===== src/rtl/jt51_pkg.sv =====
// Shared definitions for the jt51 noise path: register address, field width
// and the noise sequencer state encoding.
package jt51_pkg;

  localparam int NFRQ_W = 5;
  localparam logic [7:0] REG_NOISE = 8'h0F;

  typedef enum logic [1:0] {
    INIT    = 2'd0,
    COUNT   = 2'd1,
    SHIFT   = 2'd2,
    CAPTURE = 2'd3
  } noise_state_e;

endpackage


===== src/rtl/jt51_noise_ctrl.sv =====
// Noise sequencer: divides sample ticks by (2^CNT_W - nfrq), steps the LFSR via
// 'base' toggles, latches the shifted bit and owns the LFSR power-up reset.
module jt51_noise_ctrl
  import jt51_pkg::*;
#(
  parameter int CNT_W    = NFRQ_W,
  parameter int INIT_CYC = 2
) (
  input  logic             clk,
  input  logic             rst_n,
  input  logic             cen,
  input  logic             zero,
  input  logic             ne,
  input  logic [CNT_W-1:0] nfrq,
  input  logic             nfrq_wr,
  input  logic             lfsr_out,
  output logic             lfsr_rst,
  output logic             base,
  output logic             noise_bit,
  output logic             noise_upd
);

  localparam logic [3:0] INIT_LAST = 4'(INIT_CYC - 1);

  noise_state_e     state, state_nx;
  logic [CNT_W-1:0] cnt, cnt_nx;
  logic [3:0]       init_cnt, init_cnt_nx;
  logic             base_nx, noise_q, noise_q_nx, upd_nx, lfsr_rst_nx;
  logic             pend, pend_nx;

  always_ff @(posedge clk or negedge rst_n) begin
    if (!rst_n) begin
      state     <= INIT;
      cnt       <= '0;
      init_cnt  <= '0;
      base      <= 1'b0;
      noise_q   <= 1'b0;
      noise_upd <= 1'b0;
      lfsr_rst  <= 1'b1;
      pend      <= 1'b0;
    end else begin
      state     <= state_nx;
      cnt       <= cnt_nx;
      init_cnt  <= init_cnt_nx;
      base      <= base_nx;
      noise_q   <= noise_q_nx;
      noise_upd <= upd_nx;
      lfsr_rst  <= lfsr_rst_nx;
      pend      <= pend_nx;
    end
  end

  always_comb begin
    state_nx    = state;
    cnt_nx      = cnt;
    init_cnt_nx = init_cnt;
    base_nx     = base;
    noise_q_nx  = noise_q;
    upd_nx      = noise_upd;
    lfsr_rst_nx = lfsr_rst;
    pend_nx     = pend;
    case (state)
      // The power-up hold runs on raw clk so the LFSR is always seeded.
      INIT: begin
        init_cnt_nx = init_cnt + 4'd1;
        if (init_cnt == INIT_LAST) begin
          lfsr_rst_nx = 1'b0;
          cnt_nx      = nfrq;
          state_nx    = COUNT;
        end
      end
      COUNT: begin
        if (cen) begin
          if (nfrq_wr) begin
            cnt_nx = nfrq;
          end else if (zero) begin
            if (&cnt) begin
              base_nx  = ~base;
              cnt_nx   = nfrq;
              state_nx = SHIFT;
            end else begin
              cnt_nx = cnt + CNT_W'(1);
            end
          end
        end
      end
      SHIFT: begin
        if (cen) begin
          pend_nx  = pend | nfrq_wr;
          upd_nx   = 1'b1;
          state_nx = CAPTURE;
        end
      end
      CAPTURE: begin
        if (cen) begin
          noise_q_nx = lfsr_out;
          upd_nx     = 1'b0;
          pend_nx    = 1'b0;
          state_nx   = COUNT;
          // A register write seen while busy wins over the reload taken at the toggle.
          if (pend || nfrq_wr) cnt_nx = nfrq;
        end
      end
      default: state_nx = INIT;
    endcase
  end

  assign noise_bit = ne & noise_q;

endmodule


===== config.mk =====
export PLATFORM = sky130hd
export DESIGN_NAME = jt51_noise_ctrl
export DESIGN_NICKNAME = d
export VERILOG_FILES = /design/src/rtl/jt51_pkg.sv /design/src/rtl/jt51_noise_ctrl.sv
export SDC_FILE = /design/constraint.sdc
export NUM_CORES = 1
export LEC_CHECK = 0
export ABC_CLOCK_PERIOD_IN_PS = 3150
export BUFFER_PORTS_ARGS = -buffer_cell sky130_fd_sc_hd__buf_4
export CORE_ASPECT_RATIO = 1.75
export CORE_UTILIZATION = 25
export CTS_BUF_LIST = sky130_fd_sc_hd__clkbuf_8
export CTS_CLUSTER_DIAMETER = 100
export CTS_CLUSTER_SIZE = 16
export DETAILED_ROUTE_END_ITERATION = 10
export GPL_TIMING_DRIVEN = 0
export HOLD_SLACK_MARGIN = 0.08
export PLACE_DENSITY = 0.39
export RECOVER_POWER = 25
export SLEW_MARGIN = 40
export SYNTH_ARGS = -nofsm -noshare
export SYNTH_HDL_FRONTEND = slang
export SYNTH_SLANG_ARGS = --single-unit

===== constraint.sdc =====
create_clock -name clk -period 3.15 [get_ports clk]
set_input_delay 0 -clock clk [delete_from_list [all_inputs] [get_ports clk]]
set_output_delay 0 -clock clk [all_outputs]
set_load 0.05 [all_outputs]

==> results_dict.tcl, run 1 <==
set metrics [dict create \
    pwr-share-clk_pct 16.0 \
    cts_htree_levels 1 \
    rows 29 \
    post-place-ws_ns 0.747 \
    syn_to_final_growth_pct 26.3 \
    synth-seq-cells 16 \
    fin_setup_tns_ns 0 \
    ff2ff_path_depth 6 \
    viasPerCell 4.46 \
    ir_worst_vdd_mv 0.393 \
    io_buffers 14 \
    synth.avg_cell_area_sq_um 11.5 \
    slew_violations 0 \
    ys_types 37 \
    tritoncts "built" \
    io_pins 16 \
    grt_max_degree 17 \
    ys.flop_type "dfrtp_1" \
    die_x_microns 49.0 \
    worstSetupPathType "reg2reg" \
    syn_area_sq_um 965 \
    holdPathStages 3 \
    cp_top_family "simple AND/OR/NAND/NOR gates" \
    cts_setup_buffers 0 \
    critPathMaxFanout 10 \
    max_freq_mhz 421 \
    finalClockSkew_ns 0.00128 \
    cts.sinks 16 \
    start_util_pct 26.3 \
    synth_edf_count 0 \
    nets 129 \
    clock_latency_ns 0.25 \
    path_cells "ha_1 -> and3_1 -> ha_1 -> nor3b_2 -> mux2_2 -> mux2_4" \
    r2r_start "cnt[0]" \
    status "completed" \
    worstMarginPinSlew_ns 0.943 \
    syn_nets 106 \
    cts-resized-gates 0 \
    routed_wl_mm 1.94 \
    synth_area_leaders "dfrtp_1, ha_1, mux2_2" \
    min-delay-start "nfrq_wr" \
    p_int_mw 0.701 \
    relSlewSlack_pct 37.2 \
    hold_viol_final 0 \
    p_leak_nw 0.552 \
    ys_seq_area_share_pct 41.6 \
    p_comb_share_pct 49.6 \
    cpMostUsedCell "ha_1" \
    grt_overflow_total 0 \
    antenna_left 0 \
    fin_crit_sh_pct 75.3 \
    endpoint_kind "register" \
    grt_pass1_vias 721 \
    seq_power_share_pct 34.5 \
    setup_viol 0 \
    dr.pass1.iters 2 \
    critPathArrivalTime_ns 2.51 \
    grt_antenna_before_repair 0 \
    cp_num_buf_inv 0 \
    grt_pass1_wl_mm 3.33 \
    syn_inst 84 \
    reg2reg_to "cnt[4]" \
    rsz0062_at_grt "no" \
    core-area_sq_um 3660 \
    crit_required_ns 3.29 \
    track_usage_pct 10.9 \
    powerDensity_nw_per_um2 957 \
    period_minus_slack_ns 2.37 \
    hp-class "in2reg" \
    r2r_setup_slack_ns 0.78 \
    cts_root_buf "clkbuf_8" \
    place_hpwl_mm 1.47 \
    drc_errors 0 \
    cp_slowest_cell "nor3b_2" \
    synth-async-reset-ratio_pct 100 \
    p_sw_share_pct 39.9 \
    vias 678 \
    synth_top_area_share_pct 38.9 \
    hold_buffers 4 \
    worstHoldEndpoint "pend" \
    clk_pin_slew_ns 0.07 \
    switchingPower_mw 0.465 \
    drive_gt1_share_pct 29.2 \
    die-area_sq_um 4120 \
    critPathMaxStageDelay_ns 0.53 \
    die_h_microns 84.2 \
    setup_ws_ns 0.777 \
    wire_per_inst_microns 12.7 \
    clockBufferDepth 2 \
    place_congestion 0.712 \
    yosysTopAreaCell "dfrtp_1" \
    drv_cap 0 \
    yosys_warnings 0 \
    cts_made_buffers 3 \
    drt-initial-drc-count 3 \
    startpoint_type "register" \
    antenna_cells 0 \
]
-- worst max path at each step --
stage	slack, ns	start	to	cells past startpoint
final	0.78	cnt[0]	cnt[4]	6
after global routing	0.63	cnt[0]	cnt[4]	6
after CTS	0.74	cnt[0]	cnt[4]	6
after detailed placement	0.75	cnt[0]	cnt[1]	6
after global placement	0.72	cnt[0]	cnt[1]	6
after floorplan	0.99	cnt[0]	cnt[1]	6
-- tightest hold or removal path, cell delays in order --
cell     delay, ns
buf_4         0.11
a31oi_1       0.07
a21oi_1       0.12
-- registers in the layout, indices dropped and copies added (netlist names) --
name       flops
base           1
lfsr_rst       1
noise_q        1
pend           1
state          2
cnt            5
init_cnt       4
noise_upd      1
-- metrics by stage --
step	power, mW	util, %	cell area, sq um	hold slack, ns	std cells
floorplan	0.846	-	965	-0.296	84
global placement	0.980	30.8	1130	-0.121	144
detailed placement	0.989	30.8	1130	-0.115	144
CTS	1.19	33.4	1220	0.0949	152
global route	1.26	33.3	1220	0.0997	152
finish	1.17	33.3	1220	0.0969	152
-- cells in the final DEF (no fill, tap or decap), types with 2 or more instances in the layout --
cell,Yosys,routed
xnor2_1,3,3
nand4_1,2,2
nor2b_1,2,2
inv_1,5,5
o21ai_0,2,2
nor2_1,3,3
dlygate4sd3_1,0,4
a21oi_1,4,4
dfrtp_1,15,15
clkbuf_8,0,4
mux2_2,4,4
nand3_1,3,3
ha_1,10,10
nand2b_1,2,2
clkbuf_1,2,3
nand2_1,2,2
buf_4,0,13
mux2_4,2,2
and3_1,2,2
-- logic make-up after synthesis --
family                     synth area share [%]
adders and majority gates                  13.0
buffers and inverters                      2.72
and+or+nand+nor                            15.4
DFF                                        41.6
xor gates and xnor gates                   3.63
AOI/OAI and AO/OA                          14.8
muxes                                      8.82
-- synthesized netlist by cell type (2+ instances only) --
| cell type | n |
|---|---|
| a21oi_1 | 4 |
| and3_1 | 2 |
| clkbuf_1 | 2 |
| dfrtp_1 | 15 |
| ha_1 | 10 |
| inv_1 | 5 |
| mux2_2 | 4 |
| mux2_4 | 2 |
| nand2_1 | 2 |
| nand2b_1 | 2 |
| nand3_1 | 3 |
| nand4_1 | 2 |
| nor2_1 | 3 |
| nor2b_1 | 2 |
| o21ai_0 | 2 |
| xnor2_1 | 3 |
-- per-layer routing --
metal	GRT usage (%)	share of wire [%]	up-vias
met5	0	0	-
met4	6.42	1.3	0
met1	11.6	43	321
li1	-	-	346
met3	2.17	2.3	2
met2	19.6	54	9
-- layout make-up --
cell class	count	area, sq um
Clock buffer	4	55.1
Tap cell	46	57.6
Sequential cell	16	402
Inverter	5	18.8
Timing Repair Buffer	18	141
Buffer	2	7.51
Fill cell	389	2450
Multi-Input combinational cell	61	537
-- power groups by stage --
stage	Sequential (mW)	Combinational, mW	Clock, mW
after global placement	0.405	0.575	0
after detailed placement	0.405	0.584	0
after global routing	0.417	0.636	0.208
final	0.402	0.578	0.186
after floorplan	0.422	0.424	0
after CTS	0.404	0.589	0.196
Power figures use the tool's default switching activity.
==> inputs of run 2 (changes only) <==
--- a/config.mk
+++ b/config.mk
@@ -5,7 +5,8 @@
 export SDC_FILE = /design/constraint.sdc
 export NUM_CORES = 1
 export LEC_CHECK = 0
-export ABC_CLOCK_PERIOD_IN_PS = 3150
+export ABC_AREA = 1
+export ABC_CLOCK_PERIOD_IN_PS = 2450
 export BUFFER_PORTS_ARGS = -buffer_cell sky130_fd_sc_hd__buf_4
 export CORE_ASPECT_RATIO = 1.75
 export CORE_UTILIZATION = 25
==> constraint.sdc (replaced) <==
create_clock -name clk -period 2.45 [get_ports clk]
set_input_delay 0 -clock clk [delete_from_list [all_inputs] [get_ports clk]]
set_output_delay 0 -clock clk [all_outputs]
set_load 0.05 [all_outputs]
==> results_dict.tcl, run 2 <==
set metrics [dict create \
    status "completed" \
    rsz0062_at_grt "no" \
    dr.pass1.iters 4 \
    r2r_start "cnt[0]" \
    die_h_microns 85.0 \
    routed_wl_mm 2.02 \
    die-area_sq_um 4200 \
    final_common_cell "nand2_1" \
    regMostFlops "cnt" \
    worstMarginPinSlew_ns 0.875 \
    largest_register_ffs 5 \
    clock_latency_ns 0.25 \
    worstSetupStartpoint "cnt[0]" \
    drc_errors 0 \
    syn_nets 137 \
    clockBufferDepth 2 \
    max_freq_mhz 594 \
    start_util_pct 26.6 \
    yosysTopAreaCell "dfrtp_1" \
    critPathMaxStageDelay_ns 0.42 \
    synth_edf_count 0 \
    critPathMaxFanout 6 \
    critPathArrivalTime_ns 1.82 \
    wire_per_inst_microns 10.7 \
    period_minus_slack_ns 1.68 \
    ys_seq_area_share_pct 40.8 \
    cts_made_buffers 3 \
    synth-seq-cells 16 \
    reg_top3 "cnt: 5 flops, init_cnt: 4 flops, state: 2 flops" \
    place_hpwl_mm 1.63 \
    drv_cap 0 \
    synth.avg_cell_area_sq_um 8.55 \
    viasPerCell 4.27 \
    synth_area_leaders "dfrtp_1, nand2_1, ha_1" \
    powerDensity_nw_per_um2 1110 \
    grt_antenna_before_repair 0 \
    startpoint_type "register" \
    final_cell_mix "nand2_1, dfrtp_1, buf_4, inv_1, ha_1" \
    drt-initial-drc-count 9 \
    cts_htree_levels 1 \
    cpMostUsedCell "ha_1" \
    antenna_left 0 \
    synth-async-reset-ratio_pct 100 \
    synth_top_area_share_pct 38.2 \
    rows 29 \
    relSlewSlack_pct 41.6 \
    cp_slowest_cell "dfrtp_1" \
    cts_root_buf "clkbuf_8" \
    place_congestion 0.694 \
    syn_inst 115 \
    cts-resized-gates 0 \
    hold_viol_final 0 \
    finalClockSkew_ns 0.00210 \
    ir_worst_vdd_mv 0.506 \
    io_buffers 15 \
    hp-class "in2reg" \
    endpoint_kind "register" \
    grt_pass1_vias 821 \
    ys.flop_type "dfrtp_1" \
    die_x_microns 49.4 \
    min-delay-start "nfrq[3]" \
    crit_required_ns 2.59 \
    cts.sinks 16 \
    drive_gt1_share_pct 23.8 \
    yosys_warnings 0 \
    fin_setup_tns_ns 0 \
    worstSetupPathType "reg2reg" \
    ys_types 25 \
    p_leak_nw 0.665 \
    grt_pass1_wl_mm 3.71 \
    nets 166 \
    vias 807 \
    grt_max_degree 17 \
    slew_violations 0 \
    fin_hold_ws_ns 0.0791 \
    io_pins 16 \
    clk_pin_slew_ns 0.07 \
    path_cells "ha_1 -> and3_1 -> ha_1 -> inv_1 -> nand3_2 -> inv_2 -> nand2_1 -> o21ai_0 -> o21ai_1" \
    antenna_cells 0 \
    core-area_sq_um 3700 \
    synth.most_common_cell "nand2_1" \
    syn_to_final_growth_pct 31.7 \
    fillers 425 \
    fin_crit_sh_pct 68.7 \
    setup_viol 0 \
    synthTopCellsByCount "nand2_1, dfrtp_1, ha_1, inv_1, o21ai_0" \
    track_usage_pct 11.8 \
    syn_area_sq_um 983 \
    grt_overflow_total 0 \
    tritoncts "built" \
]
## run 2: cell types whose count changed after synthesis, sizes merged, moves of 3 or more
cell and delta:
a21oi -3, inv +9, mux2 -6, nand2 +36, nand3 +4, o21ai +8
## run 2: layout make-up
class / instances / area, sq um / area share (%)
multi-input cells: 84 / 526 / 40.6
inverters: 15 / 56.3 / 4.35
clock buffers: 4 / 55.1 / 4.25
well taps: 46 / 57.6 / 4.44
repair buffers: 24 / 199 / 15.4
flip-flops and latches: 16 / 402 / 31.0
## run 2: metrics by stage
step | total power, mW | setup WS [ns] | area (sq um) | instances | util [%]
6_report | 1.44 | 0.767 | 1290 | 189 | 35.0
3_3_place_gp | 1.20 | 0.757 | 1150 | 176 | 31.2
5_1_grt | 1.61 | 0.581 | 1290 | 189 | 35.0
2_1_floorplan | 1.03 | 0.941 | 983 | 115 | -
4_1_cts | 1.47 | 0.753 | 1300 | 189 | 35.1
3_5_place_dp | 1.21 | 0.764 | 1150 | 176 | 31.2
## run 2: power breakdown
part | internal (mW) | switching (mW) | total, mW
Clock | 0.143 | 0.0939 | 0.236
Sequential | 0.384 | 0.126 | 0.510
Combinational | 0.276 | 0.421 | 0.697
## run 2: metal layers
metal | wire length, microns | global-route usage, % | vias up | part of all wire (%)
met2 | 1100 | 20.7 | 13 | 54
li1 | - | - | 416 | -
met3 | 35 | 1.61 | 4 | 1.7
met4 | 44 | 7.01 | 0 | 2.2
met1 | 848 | 13.1 | 374 | 42
met5 | 0 | 0 | - | 0
## run 2: final timing paths
kind,endpoint,slack [ns],depth (start not counted)
worst max-delay path,cnt[2],0.77,9
worst min-delay path,cnt[3],0.08,4
worst max register to register,cnt[2],0.77,9
worst min register to register,base,0.47,1
max in group asynchronous,cnt[2],1.53,2
min in group asynchronous,noise_q,0.38,2
## run 2: cells by family (layout without fill, tap and decap cells)
family | Yosys count | after routing | share of synthesized area [%]
AND/OR/NAND/NOR | 57 | 57 | 29.0
buffers and inverters | 15 | 43 | 5.72
XOR/XNOR | 5 | 5 | 4.45
AO/OA/AOI/OAI | 12 | 12 | 7.25
flip-flops | 16 | 16 | 40.8
adder cells (fa/ha/maj) | 10 | 10 | 12.7
## run 2: critical path, delay by kind of cell, from the launching register on
kind | cells | cell delay, ns
fa+ha+maj | 2 | 0.41
compound gates | 2 | 0.16
flops | 1 | 0.42
buf+inv | 2 | 0.20
simple gates | 3 | 0.38
## run 2: repair_timing
item / in CTS / in global routing
setup endpoints to repair: 0 / 0
hold buffers: 9 / 0
setup buffers: 0 / 0
hold endpoints to repair: 23 / 0
